## src/rtl/fighter_anim_if.sv

```systemverilog
// Bundle between game logic / video timing and one fighter's animation controller.
// The master side drives pixel position, fighter position and requests; the slave returns animation and sprite outputs.
interface fighter_anim_if;
    logic        frame_start;
    logic [9:0]  DrawX;
    logic [9:0]  DrawY;
    logic [9:0]  PosX;
    logic [9:0]  PosY;
    logic        facing_left;
    logic        move_req;
    logic        punch_req;
    logic        hit_req;
    logic [1:0]  anim_state;
    logic [1:0]  frame_idx;
    logic        busy;
    logic        flip;
    logic [12:0] rom_address;
    logic        sprite_on;

    modport master (
        output frame_start, DrawX, DrawY, PosX, PosY, facing_left,
               move_req, punch_req, hit_req,
        input  anim_state, frame_idx, busy, flip, rom_address, sprite_on
    );

    modport slave (
        input  frame_start, DrawX, DrawY, PosX, PosY, facing_left,
               move_req, punch_req, hit_req,
        output anim_state, frame_idx, busy, flip, rom_address, sprite_on
    );
endinterface

```

## src/rtl/fighter_anim_controller.sv

```systemverilog
// Per-fighter animation sequencer (idle/walk/punch/hit-stun) stepped on frame_start,
// plus a registered, scaled and optionally mirrored sprite ROM address generator.
module fighter_anim_controller #(
    parameter int TICKS_PER_FRAME = 8,
    parameter int SPRITE_W        = 60,
    parameter int SPRITE_H        = 90,
    parameter int BOX_W           = 80,
    parameter int BOX_H           = 160,
    parameter int IDLE_FRAMES     = 4,
    parameter int PUNCH_FRAMES    = 3,
    parameter int HIT_FRAMES      = 2
) (
    input  logic          vga_clk,
    input  logic          Reset,
    fighter_anim_if.slave bus
);

    localparam int TW = (TICKS_PER_FRAME > 1) ? $clog2(TICKS_PER_FRAME) : 1;

    localparam logic [TW-1:0] TICK_LAST  = TW'(TICKS_PER_FRAME - 1);
    localparam logic [TW-1:0] TICK_ONE   = TW'(1);
    localparam logic [1:0]    IDLE_LAST  = 2'(IDLE_FRAMES - 1);
    localparam logic [1:0]    PUNCH_LAST = 2'(PUNCH_FRAMES - 1);
    localparam logic [1:0]    HIT_LAST   = 2'(HIT_FRAMES - 1);
    localparam logic [16:0]   SPR_W17    = 17'(SPRITE_W);
    localparam logic [16:0]   SPR_H17    = 17'(SPRITE_H);
    localparam logic [16:0]   BOX_W17    = 17'(BOX_W);
    localparam logic [16:0]   BOX_H17    = 17'(BOX_H);
    localparam logic [9:0]    BOX_W10    = 10'(BOX_W);
    localparam logic [9:0]    BOX_H10    = 10'(BOX_H);

    typedef enum logic [1:0] {
        ST_IDLE  = 2'd0,
        ST_WALK  = 2'd1,
        ST_PUNCH = 2'd2,
        ST_HIT   = 2'd3
    } anim_state_t;

    anim_state_t   state_r, state_n_s, rest_state_s;
    logic [TW-1:0] tick_r, tick_n_s, tick_adv_s;
    logic [1:0]    idx_r, idx_n_s;
    logic [1:0]    stun_r, stun_n_s;
    logic          busy_r, busy_n_s;
    logic          tick_wrap_s;

    logic [9:0]    pos_x_r, pos_y_r;
    logic          flip_r;

    logic [9:0]    rel_x_s, rel_y_s;
    logic          inside_s;
    logic [16:0]   col_s, row_s, col_m_s;
    logic [12:0]   addr_s;
    logic [12:0]   rom_address_r;
    logic          sprite_on_r;

    // Animation state register, stepped only through the next-state logic.
    always_ff @(posedge vga_clk or posedge Reset) begin
        if (Reset) begin
            state_r <= ST_IDLE;
            tick_r  <= {TW{1'b0}};
            idx_r   <= 2'd0;
            stun_r  <= 2'd0;
            busy_r  <= 1'b0;
        end else begin
            state_r <= state_n_s;
            tick_r  <= tick_n_s;
            idx_r   <= idx_n_s;
            stun_r  <= stun_n_s;
            busy_r  <= busy_n_s;
        end
    end

    // Next-state logic: hit beats punch beats move; every state entry clears tick/frame/stun.
    always_comb begin
        state_n_s    = state_r;
        tick_n_s     = tick_r;
        idx_n_s      = idx_r;
        stun_n_s     = stun_r;
        tick_wrap_s  = (tick_r == TICK_LAST);
        tick_adv_s   = tick_wrap_s ? {TW{1'b0}} : (tick_r + TICK_ONE);
        rest_state_s = bus.move_req ? ST_WALK : ST_IDLE;

        if (bus.frame_start) begin
            tick_n_s = tick_adv_s;
            if (bus.hit_req) begin
                state_n_s = ST_HIT;
                tick_n_s  = {TW{1'b0}};
                idx_n_s   = 2'd0;
                stun_n_s  = 2'd0;
            end else begin
                case (state_r)
                    ST_IDLE, ST_WALK: begin
                        if (bus.punch_req) begin
                            state_n_s = ST_PUNCH;
                            tick_n_s  = {TW{1'b0}};
                            idx_n_s   = 2'd0;
                            stun_n_s  = 2'd0;
                        end else if (rest_state_s != state_r) begin
                            state_n_s = rest_state_s;
                            tick_n_s  = {TW{1'b0}};
                            idx_n_s   = 2'd0;
                            stun_n_s  = 2'd0;
                        end else if (tick_wrap_s) begin
                            idx_n_s = (idx_r == IDLE_LAST) ? 2'd0 : (idx_r + 2'd1);
                        end else begin
                            idx_n_s = idx_r;
                        end
                    end
                    ST_PUNCH: begin
                        if (tick_wrap_s && (idx_r == PUNCH_LAST)) begin
                            state_n_s = rest_state_s;
                            tick_n_s  = {TW{1'b0}};
                            idx_n_s   = 2'd0;
                            stun_n_s  = 2'd0;
                        end else if (tick_wrap_s) begin
                            idx_n_s = idx_r + 2'd1;
                        end else begin
                            idx_n_s = idx_r;
                        end
                    end
                    ST_HIT: begin
                        // frame_idx is pinned at 0; the stun counter tracks animation-frame wraps instead
                        if (tick_wrap_s && (stun_r == HIT_LAST)) begin
                            state_n_s = rest_state_s;
                            tick_n_s  = {TW{1'b0}};
                            idx_n_s   = 2'd0;
                            stun_n_s  = 2'd0;
                        end else if (tick_wrap_s) begin
                            stun_n_s = stun_r + 2'd1;
                        end else begin
                            stun_n_s = stun_r;
                        end
                    end
                    default: begin
                        state_n_s = ST_IDLE;
                        tick_n_s  = {TW{1'b0}};
                        idx_n_s   = 2'd0;
                        stun_n_s  = 2'd0;
                    end
                endcase
            end
        end else begin
            state_n_s = state_r;
        end

        busy_n_s = (state_n_s == ST_PUNCH) || (state_n_s == ST_HIT);
    end

    // Shadow copies of position and facing so a mid-frame update cannot tear the sprite.
    always_ff @(posedge vga_clk or posedge Reset) begin
        if (Reset) begin
            pos_x_r <= 10'd0;
            pos_y_r <= 10'd0;
            flip_r  <= 1'b0;
        end else if (bus.frame_start) begin
            pos_x_r <= bus.PosX;
            pos_y_r <= bus.PosY;
            flip_r  <= bus.facing_left;
        end else begin
            pos_x_r <= pos_x_r;
            pos_y_r <= pos_y_r;
            flip_r  <= flip_r;
        end
    end

    // Hitbox test and box-to-sprite scaling with optional horizontal mirror.
    always_comb begin
        rel_x_s  = bus.DrawX - pos_x_r;
        rel_y_s  = bus.DrawY - pos_y_r;
        inside_s = (bus.DrawX >= pos_x_r) && (rel_x_s < BOX_W10) &&
                   (bus.DrawY >= pos_y_r) && (rel_y_s < BOX_H10);
        col_s    = ({7'd0, rel_x_s} * SPR_W17) / BOX_W17;
        row_s    = ({7'd0, rel_y_s} * SPR_H17) / BOX_H17;
        if (flip_r) begin
            col_m_s = SPR_W17 - 17'd1 - col_s;
        end else begin
            col_m_s = col_s;
        end
        if (inside_s) begin
            addr_s = 13'(row_s * SPR_W17 + col_m_s);
        end else begin
            addr_s = 13'd0;
        end
    end

    // Pixel outputs are one cycle behind DrawX/DrawY; the ROM samples them on the falling edge.
    always_ff @(posedge vga_clk or posedge Reset) begin
        if (Reset) begin
            rom_address_r <= 13'd0;
            sprite_on_r   <= 1'b0;
        end else begin
            rom_address_r <= addr_s;
            sprite_on_r   <= inside_s;
        end
    end

    assign bus.anim_state  = state_r;
    assign bus.frame_idx   = idx_r;
    assign bus.busy        = busy_r;
    assign bus.flip        = flip_r;
    assign bus.rom_address = rom_address_r;
    assign bus.sprite_on   = sprite_on_r;

endmodule

```

## src/flat_wrapper.sv

```systemverilog
// flat-port wrapper written by rule: the top's interface ports become plain ports
module fighter_anim_controller_flat 
#(
    parameter int TICKS_PER_FRAME = 8,
    parameter int SPRITE_W        = 60,
    parameter int SPRITE_H        = 90,
    parameter int BOX_W           = 80,
    parameter int BOX_H           = 160,
    parameter int IDLE_FRAMES     = 4,
    parameter int PUNCH_FRAMES    = 3,
    parameter int HIT_FRAMES      = 2
)
  (vga_clk, Reset, bus_frame_start, bus_DrawX, bus_DrawY, bus_PosX, bus_PosY, bus_facing_left, bus_move_req, bus_punch_req, bus_hit_req, bus_anim_state, bus_frame_idx, bus_busy, bus_flip, bus_rom_address, bus_sprite_on);
  fighter_anim_if bus_i ();
  input  logic vga_clk;
  input  logic Reset;
  input wire logic [$bits(bus_i.frame_start)-1:0] bus_frame_start;
  input wire logic [$bits(bus_i.DrawX)-1:0] bus_DrawX;
  input wire logic [$bits(bus_i.DrawY)-1:0] bus_DrawY;
  input wire logic [$bits(bus_i.PosX)-1:0] bus_PosX;
  input wire logic [$bits(bus_i.PosY)-1:0] bus_PosY;
  input wire logic [$bits(bus_i.facing_left)-1:0] bus_facing_left;
  input wire logic [$bits(bus_i.move_req)-1:0] bus_move_req;
  input wire logic [$bits(bus_i.punch_req)-1:0] bus_punch_req;
  input wire logic [$bits(bus_i.hit_req)-1:0] bus_hit_req;
  output wire logic [$bits(bus_i.anim_state)-1:0] bus_anim_state;
  output wire logic [$bits(bus_i.frame_idx)-1:0] bus_frame_idx;
  output wire logic [$bits(bus_i.busy)-1:0] bus_busy;
  output wire logic [$bits(bus_i.flip)-1:0] bus_flip;
  output wire logic [$bits(bus_i.rom_address)-1:0] bus_rom_address;
  output wire logic [$bits(bus_i.sprite_on)-1:0] bus_sprite_on;
  assign bus_i.frame_start = bus_frame_start;
  assign bus_i.DrawX = bus_DrawX;
  assign bus_i.DrawY = bus_DrawY;
  assign bus_i.PosX = bus_PosX;
  assign bus_i.PosY = bus_PosY;
  assign bus_i.facing_left = bus_facing_left;
  assign bus_i.move_req = bus_move_req;
  assign bus_i.punch_req = bus_punch_req;
  assign bus_i.hit_req = bus_hit_req;
  assign bus_anim_state = bus_i.anim_state;
  assign bus_frame_idx = bus_i.frame_idx;
  assign bus_busy = bus_i.busy;
  assign bus_flip = bus_i.flip;
  assign bus_rom_address = bus_i.rom_address;
  assign bus_sprite_on = bus_i.sprite_on;
  fighter_anim_controller #(.TICKS_PER_FRAME(TICKS_PER_FRAME), .SPRITE_W(SPRITE_W), .SPRITE_H(SPRITE_H), .BOX_W(BOX_W), .BOX_H(BOX_H), .IDLE_FRAMES(IDLE_FRAMES), .PUNCH_FRAMES(PUNCH_FRAMES), .HIT_FRAMES(HIT_FRAMES)) u_core (.vga_clk(vga_clk), .Reset(Reset), .bus(bus_i));
endmodule
```

## config.mk

```make
export PLATFORM = sky130hd
export DESIGN_NAME = fighter_anim_controller_flat
export DESIGN_NICKNAME = d
export VERILOG_FILES = /design/src/rtl/fighter_anim_if.sv /design/src/rtl/fighter_anim_controller.sv /design/src/flat_wrapper.sv
export SDC_FILE = /design/constraint.sdc
export NUM_CORES = 1
export LEC_CHECK = 0
export CAP_MARGIN = 20
export CORE_UTILIZATION = 50
export CTS_BUF_LIST = sky130_fd_sc_hd__clkbuf_4
export DETAILED_ROUTE_END_ITERATION = 8
export GPL_TIMING_DRIVEN = 0
export PLACE_DENSITY = 0.7
export SYNTH_ARGS = -nofsm -noshare
export SYNTH_HDL_FRONTEND = slang
export SYNTH_SLANG_ARGS = --single-unit
```

## constraint.sdc

```tcl
create_clock -name vga_clk -period 14.04 [get_ports vga_clk]
set_input_delay 4.212 -clock vga_clk [delete_from_list [all_inputs] [get_ports vga_clk]]
set_output_delay 4.212 -clock vga_clk [all_outputs]
set_load 0.05 [all_outputs]
```

### After elaboration in Yosys (flattened, before gate mapping)

Index checks and enable logic that the tools add are counted.

| operators by class | value |
|---|---|
| reduce and logical (&&, ||, !) cells | 10 |
| multipliers | 3 |
| $lt $le $gt $ge | 4 |
| div/mod/pow operators | 2 |
| muxes and demuxes | 33 |
| $add $sub $neg | 7 |
| equality and inequality tests | 16 |

Operators by type and width:

| operator | number |
|---|---|
| $mux 2 | 20 |
| $mux 13 | 2 |
| $ge 10x10->1 | 2 |
| $sub 10x10->10 | 2 |
| $mux 3 | 6 |
| $pmux 2 s3 | 3 |
| $div 16x7->17 const B | 1 |
| $div 17x8->17 const B | 1 |
| $mul 17x4->11 const B | 1 |
| $mul 10x6->16 const B | 1 |
| $mul 10x4->14 const B | 1 |
| $add 13x13->13 | 1 |
| $sub 6x13->13 const A | 1 |
| $eq 2x2->1 const B | 6 |
| $lt 10x7->1 const B | 1 |
| $lt 10x8->1 const B | 1 |
| $pmux 3 s3 | 1 |
| $ne 4x2->1 const B | 2 |
| $reduce_and 4->1 | 2 |
| $ne 3x2->1 const B | 2 |
| $logic_and 1x1->1 | 5 |
| $ne 5x3->1 const B | 1 |
| $add 2x1->2 const B | 2 |
| $eq 2x1->1 const B | 2 |
| other kinds (8) | 8 |

| word-level totals | value |
|---|---|
| bits in registers | 45 |
| input port bits | 47 |
| output and inout bits | 20 |
| word-level logic and storage cells | 85 |

### Longest topological paths before layout

| logic depth | value |
|---|---|
| word-level depth | 9 |
| gate-level depth with buffers | 56 |
| depth with buffers taken out | 54 |

### Worst setup path after synthesis

OpenSTA, ideal clock, no wires.

| timing | value |
|---|---|
| kind | in2reg |
| start | input port bus_DrawY[0] |
| end | register u_core.rom_address_r[12] (netlist: u_core.bus.rom_address[12]) |
| slack | -785 ps |
| setup time | 119 ps |
| arrival | 14,706 ps |
| buffers on the path | 2 |
| data required time | 13,921 ps |
| stages on the path | 53 |
| cells stage by stage | inv_1 ha_1 inv_1 fa_1 a21o_1 a21oi_1 o21bai_1 a21oi_1 o21bai_1 a21oi_1 xnor2_1 xor2_1 fa_1 inv_1 fa_1 inv_1 ha_1 a2111oi_0 [17 not listed] fa_1 inv_1 ha_1 a21o_1 a21oi_1 o21ai_0 a21oi_1 xnor2_1 ha_1 inv_1 o21bai_1 a21o_1 a21oi_1 xnor2_1 xnor2_1 xnor2_1 xnor2_1 and2_1 |

| on the way | value |
|---|---|
| cells in the longest elaborated chain, start to end | 6 |
| elaborated cells between the ends (all ways) | 10 |
| those cells by class | add/sub: 2; mul: 2; div: 1; order compare: 2; mux: 1; reduce/logical: 2 |

Ends and longest elaborated chain:

| element | RTL line | RTL |
|---|---|---|
| start: declaration | flat_wrapper.sv:19 | `input wire logic [$bits(bus_i.DrawY)-1:0] bus_DrawY;` |
| $sub 10x10->10 | fighter_anim_controller.sv:169 | `rel_y_s = bus.DrawY - pos_y_r;` |
| $mul 10x6->16 | fighter_anim_controller.sv:173 | `row_s = ({7'd0, rel_y_s} * SPR_H17) / BOX_H17;` |
| $div 17x8->17 | fighter_anim_controller.sv:173 |  |
| $mul 17x4->11 | fighter_anim_controller.sv:180 | `addr_s = 13'(row_s * SPR_W17 + col_m_s);` |
| $add 13x13->13 | fighter_anim_controller.sv:180 |  |
| $mux 13 * | fighter_anim_controller.sv:179 | `if (inside_s) begin` |
| named net u_core.addr_s[12] | fighter_anim_controller.sv:52 | `logic [12:0] addr_s;` |
| end signal: assignment | fighter_anim_controller.sv:192 | `rom_address_r <= addr_s;` |
| end: declaration | fighter_anim_controller.sv:53 | `logic [12:0] rom_address_r;` |

Mark *: on every way through the listed nets, which the timed path passes. The rest lies on a longest branch.
A chain may end at the register's enable or synchronous reset.

### Worst setup path in the final report

| timing | value |
|---|---|
| start | input port bus_DrawY[1] |
| end | register u_core.rom_address_r[12] (netlist: u_core.bus.rom_address[12]) |

The elaborated chain is that of the path after synthesis.

==> impl_metrics.yaml <==
outcome:
  status: "complete, but fails checks"
  violations: "negative setup slack"
critical_path:
  cp.buffers_inverters: 5
  crit_slowest_cell: "fa_1"
  crit_type: "primary input to flop"
  crit_path_end_kind: "flop"
  critPathRequiredTime_ns: 14.37
  crit_family: "compound AO/OA/AOI/OAI gates"
  reg2reg_from: "u_core.pos_y_r[1]$_DFFE_PP0P_"
  startpoint: "bus_DrawY[1]"
  cp_slowest_stage_delay_ns: 0.57
  cp_max_fo: 6
  crit_top_cell: "a21oi_2"
  arrival_ns: 14.91
  start_kind: "primary input"
routing:
  wire_per_inst_um: 15.12
  dr_total_vias: 8255
  post-route-drc-count: 0
  avgViaCountPerCell: 5.725
  first_pass_iters: 5
  drtIter0Drc: 476
  drt_wl_total_um: 21810
  drtAntennaViolNets: 0
timing:
  period_needed_ns: 14.58
  hold_violations: 0
  max_slew_margin_pct: 35.51
  grt_setup_unrepaired: "yes"
  finalSetupViolCount: 4
  finalCritPeriodShare_pct: 103.9
  holdWs_ns: 0.5127
  max_freq_ghz: 0.06858
  finClkSkew_ns: 0.02778
  worstMarginPinSlew_ns: 0.9615
  drv_slew: 0
  setup_ws_ns: -0.5410
synthesis:
  yosys.area.top_type_share_pct: 13.50
  synthFlopType: "dfrtp_1"
  ys_ff_latch: 45
  yosysSeqAreaShare_pct: 12.79
  ys_top_cells_by_area: "ha_1 (13%), dfrtp_1 (13%), fa_1 (11%)"
  yosys-top-cells-count: "inv_1 (130), ha_1 (95), nand2_1 (95)"
  synth-async-reset-ratio_pct: 100.0
  syn_nets: 1284
  netlist_instances: 1093
  synth.most_common_cell: "inv_1"
  yosysTopAreaCell: "ha_1"
  synth_cell_type_count: 101
  yosysWarnings: 0
  syn_area_sq_um: 8807
  synth_edf_count: 0
  synth_area_per_cell_sq_um: 8.058
placement:
  place.gp.congestion: 0.8860
  dp_cells: 1384
  dp_hpwl_um: 16630
  pre_cts_slack_ns: -1.777
  port_buffers: 65
floorplanning:
  io_pins: 67
  die_w_um: 134.7
  start_util_pct: 51.10
  row_count: 48
  die_area_sq_um: 18150
  die_y_um: 134.7
  coreArea_sq_um: 17240
flow_run:
  maxCapViolations: 0
grt:
  first_global_vias: 7872
  overflow: 0
  grt_max_degree: 27
  grt_first_pass_wirelength_um: 36110
  antenna_found_initial: 0
  grt_use_total_pct: 24.36
clocking:
  clk_pin_slew_ns: 0.16
  cts_tree: "built"
  cts-root-buf: "clkbuf_4"
  numCtsBuffers: 5
  clockBufferDepth: 2
  htree_levels: 2
  clkLatencyLatePin_ns: 0.42
  cts_sinks: 45
  cts_hold_buf: 0
hold_path:
  min_path_type: "flop to flop"
  min-delay-start: "u_core.tick_r[0]$_DFFE_PP0P_"
layout:
  n_fill_cell: 1480
  final_net_count: 1406
  finish.utilization_pct: 63.31
  drive_gt1_share_pct: 19.16
  area_growth_pct: 23.90
  layout.cells.non_filler: 1442
==> path summary, 6_finish.rpt <==
kind,to,slack [ns],depth (start not counted)
hold reg to reg,u_core.tick_r[0]$_DFFE_PP0P_,0.51,1
setup / recovery,u_core.bus.rom_address[12]$_DFF_PP0_,-0.54,51
hold / removal,u_core.tick_r[0]$_DFFE_PP0P_,0.51,1
min in group asynchronous,u_core.pos_y_r[4]$_DFFE_PP0P_,4.14,2
max in group asynchronous,u_core.bus.rom_address[8]$_DFF_PP0_,9.39,3
setup reg to reg,u_core.bus.rom_address[12]$_DFF_PP0_,2.80,51
==> cell type report <==
cell class,count,area (sq um),share of cell area [%]
multi-input cells,873,7567,69.35
flip-flops and latches,45,1126,10.32
repair buffers,115,1090,9.987
inverters,130,500.5,4.587
well taps,225,281.5,2.580
plain buffers,45,260.3,2.385
clock inverters,3,46.29,0.4243
clock buffers,5,37.54,0.3440
diodes,1,2.502,0.02293
==> per-stage QoR <==
stage	cell area (sq um)	setup TNS [ns]
after floorplan	9117	-0.1810
after global placement	10050	-6.466
after detailed placement	10070	-6.731
after CTS	10600	-0.4403
after global routing	10910	-4.023
final	10910	-1.501
==> what timing repair did <==
item / CTS / global route
gates resized for setup: 55 / 44
setup buffers: 30 / 19
pin swaps: 63 / 36
endpoints found under the setup margin: 6 / 5
==> sequential cells by signal (all words and copies together), names as in the netlist <==
name and cells:
u_core.pos_y_r 10, u_core.bus.busy 1, u_core.bus.anim_state 2, u_core.pos_x_r 10
u_core.tick_r 3, u_core.bus.sprite_on 1, u_core.bus.flip 1, u_core.stun_r 2
u_core.bus.rom_address 13, u_core.bus.frame_idx 2
==> kinds of logic (layout without fill, tap and decap cells) <==
kind of cell    count (synthesis)  in the layout  share of synthesized area (%)
xor+xnor                       88             88                          9.348
buf+inv                       175            298                          8.055
flops                          45             45                          12.79
mux                            12             12                          1.463
fa+ha+maj                     146            146                          24.86
simple gates                  302            302                          16.82
compound gates                325            325                          26.67
other cells                     0              1                              0
==> layer usage <==
metal | GRT usage [%] | vias up | wire, um
met5 | 0 | - | 0
met4 | 6.991 | 0 | 495
met3 | 2.965 | 32 | 910
met2 | 41.47 | 216 | 10480
met1 | 32.39 | 3897 | 9926
li1 | - | 4110 | -
==> placed cells by master, fill, tap and decap left out, types with 11 or more instances in the layout <==
cell type and n:
nand2b_1 11, fa_1 45, inv_2 11, inv_1 118, a21o_1 23, nand3_1 20, nand2_1 94, nor2b_1 11
o21a_1 11, a21oi_1 47, buf_6 19, a21oi_2 21, dfrtp_1 45, clkdlybuf4s50_1 60, nand4_1 12, a31oi_1 12
o21ai_0 59, ha_1 85, nor2_1 57, nor3_1 31, buf_4 41, buf_2 11, xnor2_1 46, xor2_1 25
o211ai_1 13, clkbuf_1 18
Power is not shown: default switching activity piles up to over one toggle a cycle in this logic, so the estimate is an artifact.
==> RTL edit 1, RTL diff (config.mk and constraints unchanged) <==
`BOX_H` is set to 160 in 2 places; all go to 80.
--- a/src/rtl/fighter_anim_controller.sv
+++ b/src/rtl/fighter_anim_controller.sv
@@ -5,7 +5,7 @@
     parameter int SPRITE_W        = 60,
     parameter int SPRITE_H        = 90,
     parameter int BOX_W           = 80,
-    parameter int BOX_H           = 160,
+    parameter int BOX_H           = 80,
     parameter int IDLE_FRAMES     = 4,
     parameter int PUNCH_FRAMES    = 3,
     parameter int HIT_FRAMES      = 2
--- a/src/flat_wrapper.sv
+++ b/src/flat_wrapper.sv
@@ -5,7 +5,7 @@
     parameter int SPRITE_W        = 60,
     parameter int SPRITE_H        = 90,
     parameter int BOX_W           = 80,
-    parameter int BOX_H           = 160,
+    parameter int BOX_H           = 80,
     parameter int IDLE_FRAMES     = 4,
     parameter int PUNCH_FRAMES    = 3,
     parameter int HIT_FRAMES      = 2
Behaviour: not the same (a bounded check fails within 4 cycles, from zero or initial values and one cycle with Reset high).
==> RTL edit 1 against the original RTL <==
  * The flow still finishes with violations (setup timing)
  * First-iteration DRC count shrank 11%
  * Setup slack lost 0.31 ns
  * Core utilization grew 0.23 points
  * Critical path type unchanged
  * Synthesized area grew 8.1%
  * Sequential cell count is the same
  * Count of clock-buffer cells in the layout is the same
  * Wire length grew 10%
  * Final area grew 8.9%
Power is not shown: default switching activity piles up to over one toggle a cycle in this logic, so the estimate is an artifact.
==> RTL edit 1: results (changes against the original RTL) <==
- Status: finished, violations left
- Failing checks: setup timing
- Crit-path slowest cell: or4_4
- Inserted Clock Buffers: 5 (unchanged)
- Largest net degree at the start of global routing: 31 (+15%)
- Half-perimeter wire length after detailed placement: 18500 microns (+11%)
- Met1 Use GR: 32.2% (-0.20 points)
- Worst r2r src: u_core.pos_y_r[1]
- DR pass1 iterations: 6 (+1)
- Worst hold path endpoint: u_core.stun_r[1]
- # diodes: 0 (-1)
- Placed Cells incl. Taps: 1469 (+6.1%)
- Post-DR vias/cell: 5.84 (+2.0%)
- Total number of yosys warnings: 0 (unchanged)
- Skew final: 0.0267 ns (-0.00104 ns)
- Library cells used by synthesis: 121 (+20%)
- Crit-path max FO: 6 (unchanged)
- Worst Setup SP: bus_DrawY[0]
- First-pass GRT wire length: 39900 microns (+10%)
- Hold WS: 0.510 ns (-0.00273 ns)
- Top post-synthesis cells by area: ha_1 (13%), dfrtp_1 (12%), fa_1 (9.7%), inv_1 (5.0%), xnor2_1 (4.8%)
- Syn nets: 1358 (+5.8%)
- Synth Area in Compound Gates: 27.2% (+0.57 points)
- Synth Area in Adders: 22.6% (-2.3 points)
- DP Area: 10700 sq um (+6.6%)
- Post-synth top cells: inv_1 (127), ha_1 (96), nand2_1 (88), nor2_1 (81), a21oi_1 (76)
- Slew HR: 44.6% (+9.1 points)
- Routed wire length per instance: 15.6 microns (+3.4%)
- Mux share of post-synthesis cell area: 3.02% (+1.6 points)
- Max stage delay on crit path: 0.58 ns
- Setup ws final: -0.853 ns (-0.312 ns)
- Vias in the first global route: 8622 (+9.5%)
- DP Worst Slack: -2.35 ns (-0.576 ns)
- Final setup viols: 5 (+1)
- Met3 Resource Use GR: 3.56% (+0.59 points)
- Cells after Synth: 1169 (+7.0%)
- R2R depth: 55 (+7.8%)
- Clk buf depth: 2 (unchanged)
- Max reg flops: 13 (unchanged)
- Fin Setup TNS: -1.75 ns (-0.252 ns)
- Met2 Use GR: 42.7% (+1.3 points)
- CP Data Arrival Time: 15.17 ns (+0.26 ns)
- Drc violations: 0 (unchanged)
- R2R Setup Slk: 2.46 ns (-0.34 ns)
- DR iter-0 viols: 425 (-11%)
- R2r endpoint: u_core.bus.rom_address[12]
- Skew-Pair Late Insertion Delay: 0.42 ns (about the same)
- Xor/xnor share of the synthesized area: 9.16% (-0.19 points)
- HP Start: u_core.stun_r[1]
- Asr flop ratio synth: 100% (unchanged)
- Seq/Total Area, Yosys: 11.8% (-0.96 points)
- RePlAce Congestion: 0.866 (-2.3%)
- WHS Path Cells: 1 (unchanged)
- Via count: 8987 (+8.9%)
- Total Routing Usage GR: 24.3% (-0.046 points)
- Layout cells sized above 1: 22.2% (+3.1 points)
## RTL edit 1: timing repair
item	CTS	global route
pin swaps	72	75
gates cloned	0	0
gates resized for setup	63	54
setup endpoints to repair	8	7
buffers inserted	45	23
## RTL edit 1: area by class of cell
class / count / area, sq um
clock inverter: 3 / 50.0
sequential: 45 / 1130
fill: 1578 / 6820
clock buffer: 5 / 37.5
buffer: 47 / 288
tap: 234 / 293
inverter: 130 / 500
multi-input combinational: 946 / 8420
timing repair buffer: 129 / 1170
## RTL edit 1: kinds of logic (layout without fill, tap and decap cells)
logic type,Yosys count,count (layout)
compound gates,348,348
xor+xnor,88,88
fa+ha+maj,145,145
buf+inv,178,314
flops,45,45
mux,26,26
simple gates,339,339
## RTL edit 1: routing by layer
layer / wire, microns / up-vias
li1: - / 4465
met1: 11100 / 4302
met2: 11800 / 203
met3: 1010 / 17
met4: 176 / 0
met5: 0 / -
==> RTL edit 2, RTL diff (same settings) <==
Without the edit above. Make the reset (`Reset`) synchronous in 3 clocked blocks.
--- a/src/rtl/fighter_anim_controller.sv
+++ b/src/rtl/fighter_anim_controller.sv
@@ -54,7 +54,7 @@
     logic          sprite_on_r;
 
     // Animation state register, stepped only through the next-state logic.
-    always_ff @(posedge vga_clk or posedge Reset) begin
+    always_ff @(posedge vga_clk) begin
         if (Reset) begin
             state_r <= ST_IDLE;
             tick_r  <= {TW{1'b0}};
@@ -147,7 +147,7 @@
     end
 
     // Shadow copies of position and facing so a mid-frame update cannot tear the sprite.
-    always_ff @(posedge vga_clk or posedge Reset) begin
+    always_ff @(posedge vga_clk) begin
         if (Reset) begin
             pos_x_r <= 10'd0;
             pos_y_r <= 10'd0;
@@ -184,7 +184,7 @@
     end
 
     // Pixel outputs are one cycle behind DrawX/DrawY; the ROM samples them on the falling edge.
-    always_ff @(posedge vga_clk or posedge Reset) begin
+    always_ff @(posedge vga_clk) begin
         if (Reset) begin
             rom_address_r <= 13'd0;
             sprite_on_r   <= 1'b0;
Behaviour: differs if Reset is asserted again (counterexample within 4 cycles, from zero or initial values and one cycle with Reset high); with Reset held inactive, the same outputs for 4 cycles.
==> RTL edit 2 against the original RTL <==
  * The flow still finishes with violations (setup timing)
  * Critical path depth is 8 higher
  * Wire length grew 9.5%
  * Sequential cell count stayed put
  * Hold slack got worse by 0.026 ns
  * Final cell count rose by 2.7%
  * Setup slack got worse by 0.43 ns
  * Via count grew 7.0%
  * Core utilization increased by 4.4 points
  * Synthesized area down 1.6%
  * Final area increased by 4.0%
Power is left out: the tool's default activity adds up to more than one toggle a clock period on the data nets, which glitch-free logic cannot reach.
==> RTL edit 2: results (changes against the original RTL) <==
- Status: finished, violations left
- Failing checks: setup timing
- Signal buffers: 191 (+19%)
- Multi-input gate share of total cell area: 70.7% (+1.3 points)
- Filler Cell Count: 1351 (-8.7%)
- Crit-path max FO: 10 (+4)
- Setup ws final: -0.974 ns (-0.433 ns)
- Clk tree area frac: 0.761% (-0.0072 points)
- Syn nets: 1294 (+0.78%)
- Skew final: 0.0150 ns (-0.0128 ns)
- Post-DR vias/cell: 5.96 (+4.1%)
- Slew HR: 44.7% (+9.2 points)
- DR iter-0 viols: 512 (+7.6%)
- Port Buffers: 65 (unchanged)
- Hold WS: 0.487 ns (-0.0259 ns)
- Synth Area per Inst: 7.85 sq um (-2.6%)
- First-pass GRT wire length: 38500 microns (+6.7%)
- R2R depth: 59 (+16%)
- R2r endpoint: u_core.bus.rom_address[12]
- Seq cells: 45 (unchanged)
- Post-synth top cells: inv_1 (132), nor2_1 (99), ha_1 (94), a21oi_1 (78), xnor2_1 (51)
- Crit-path slowest cell: fa_2
- Worst hold path endpoint: u_core.stun_r[1]
- Buffering overhead: 13.6% (+1.2 points)
- Total Routing Usage GR: 26.0% (+1.7 points)
- Register area: 901 sq um (-20%)
- Yosys top cell area share: 13.6% (+0.082 points)
- Top post-synthesis cells by area: ha_1 (14%), fa_1 (11%), dfxtp_1 (10%), inv_1 (5.7%), xnor2_1 (5.2%)
- Final setup viols: 6 (+2)
- Asr flop ratio synth: 0% (-100 points)
- Half-perimeter wire length after detailed placement: 16500 microns (-0.92%)
- Core Region: 16800 sq um (-2.8%)
- Inverter count: 135 (+3.8%)
- Mux share of post-synthesis cell area: 3.73% (+2.3 points)
- Vias in the first global route: 8280 (+5.2%)
- Fin Setup TNS: -2.39 ns (-0.885 ns)
- Seq/Total Area, Yosys: 10.4% (-2.4 points)
- Final WL: 23900 microns (+9.5%)
- Buffer count from post-CTS setup fixing: 72 (+140%)
- Largest net degree at the start of global routing: 17 (-37%)
- DP Worst Slack: -2.37 ns (-0.597 ns)
- CP Data Arrival Time: 15.33 ns (+0.42 ns)
- Cts repair resizes: 109 (+98%)
- RePlAce Congestion: 0.925 (+4.4%)
- Xor/xnor share of the synthesized area: 8.61% (-0.74 points)
- Worst r2r src: u_core.pos_y_r[1]
- Layout cells sized above 1: 21.0% (+1.8 points)
- Worst Setup SP: bus_DrawY[0]
- Fraction of area in registers: 7.94% (-2.4 points)
- HP Start: u_core.stun_r[1]
- Synth Area in Compound Gates: 26.8% (+0.17 points)
- Synth Area in Adders: 25.1% (+0.27 points)
- Library cells used by synthesis: 93 (-7.9%)
- Placed Cells incl. Taps: 1389 (+0.36%)
- Clk buf depth: 2 (unchanged)
- Initial antenna violation count: 1 (+1)
- DP Area: 9840 sq um (-2.3%)
- R2R Setup Slk: 2.40 ns (-0.40 ns)
==> RTL edit 2: cell types whose count changed after synthesis, moves of 25 or more <==
cell     unedited run  this run
mux2i_1             5        30
nand2_1            95        45
dfrtp_1            45         0
nor2_1             60        99
o21ai_0            68        41
dfxtp_1             0        45
==> RTL edit 2: layer usage <==
layer / global-route usage (%) / wire length, microns / vias to the layer above / share of wire (%)
met4: 6.82 / 536 / 0 / 2.2
met1: 33.6 / 10400 / 4169 / 44
met2: 44.9 / 11600 / 327 / 49
li1: - / - / 4271 / -
met3: 4.19 / 1330 / 62 / 5.6
met5: 0 / 0 / - / 0
==> RTL edit 2: critical path, delay by kind of cell <==
kind | cells | cell delay [ns]
and+or+nand+nor | 6 | 0.95
xor gates and xnor gates | 8 | 1.47
muxes | 1 | 0.31
adders and majority gates | 9 | 3.26
buffers and inverters | 13 | 1.48
AOI/OAI and AO/OA | 22 | 3.64
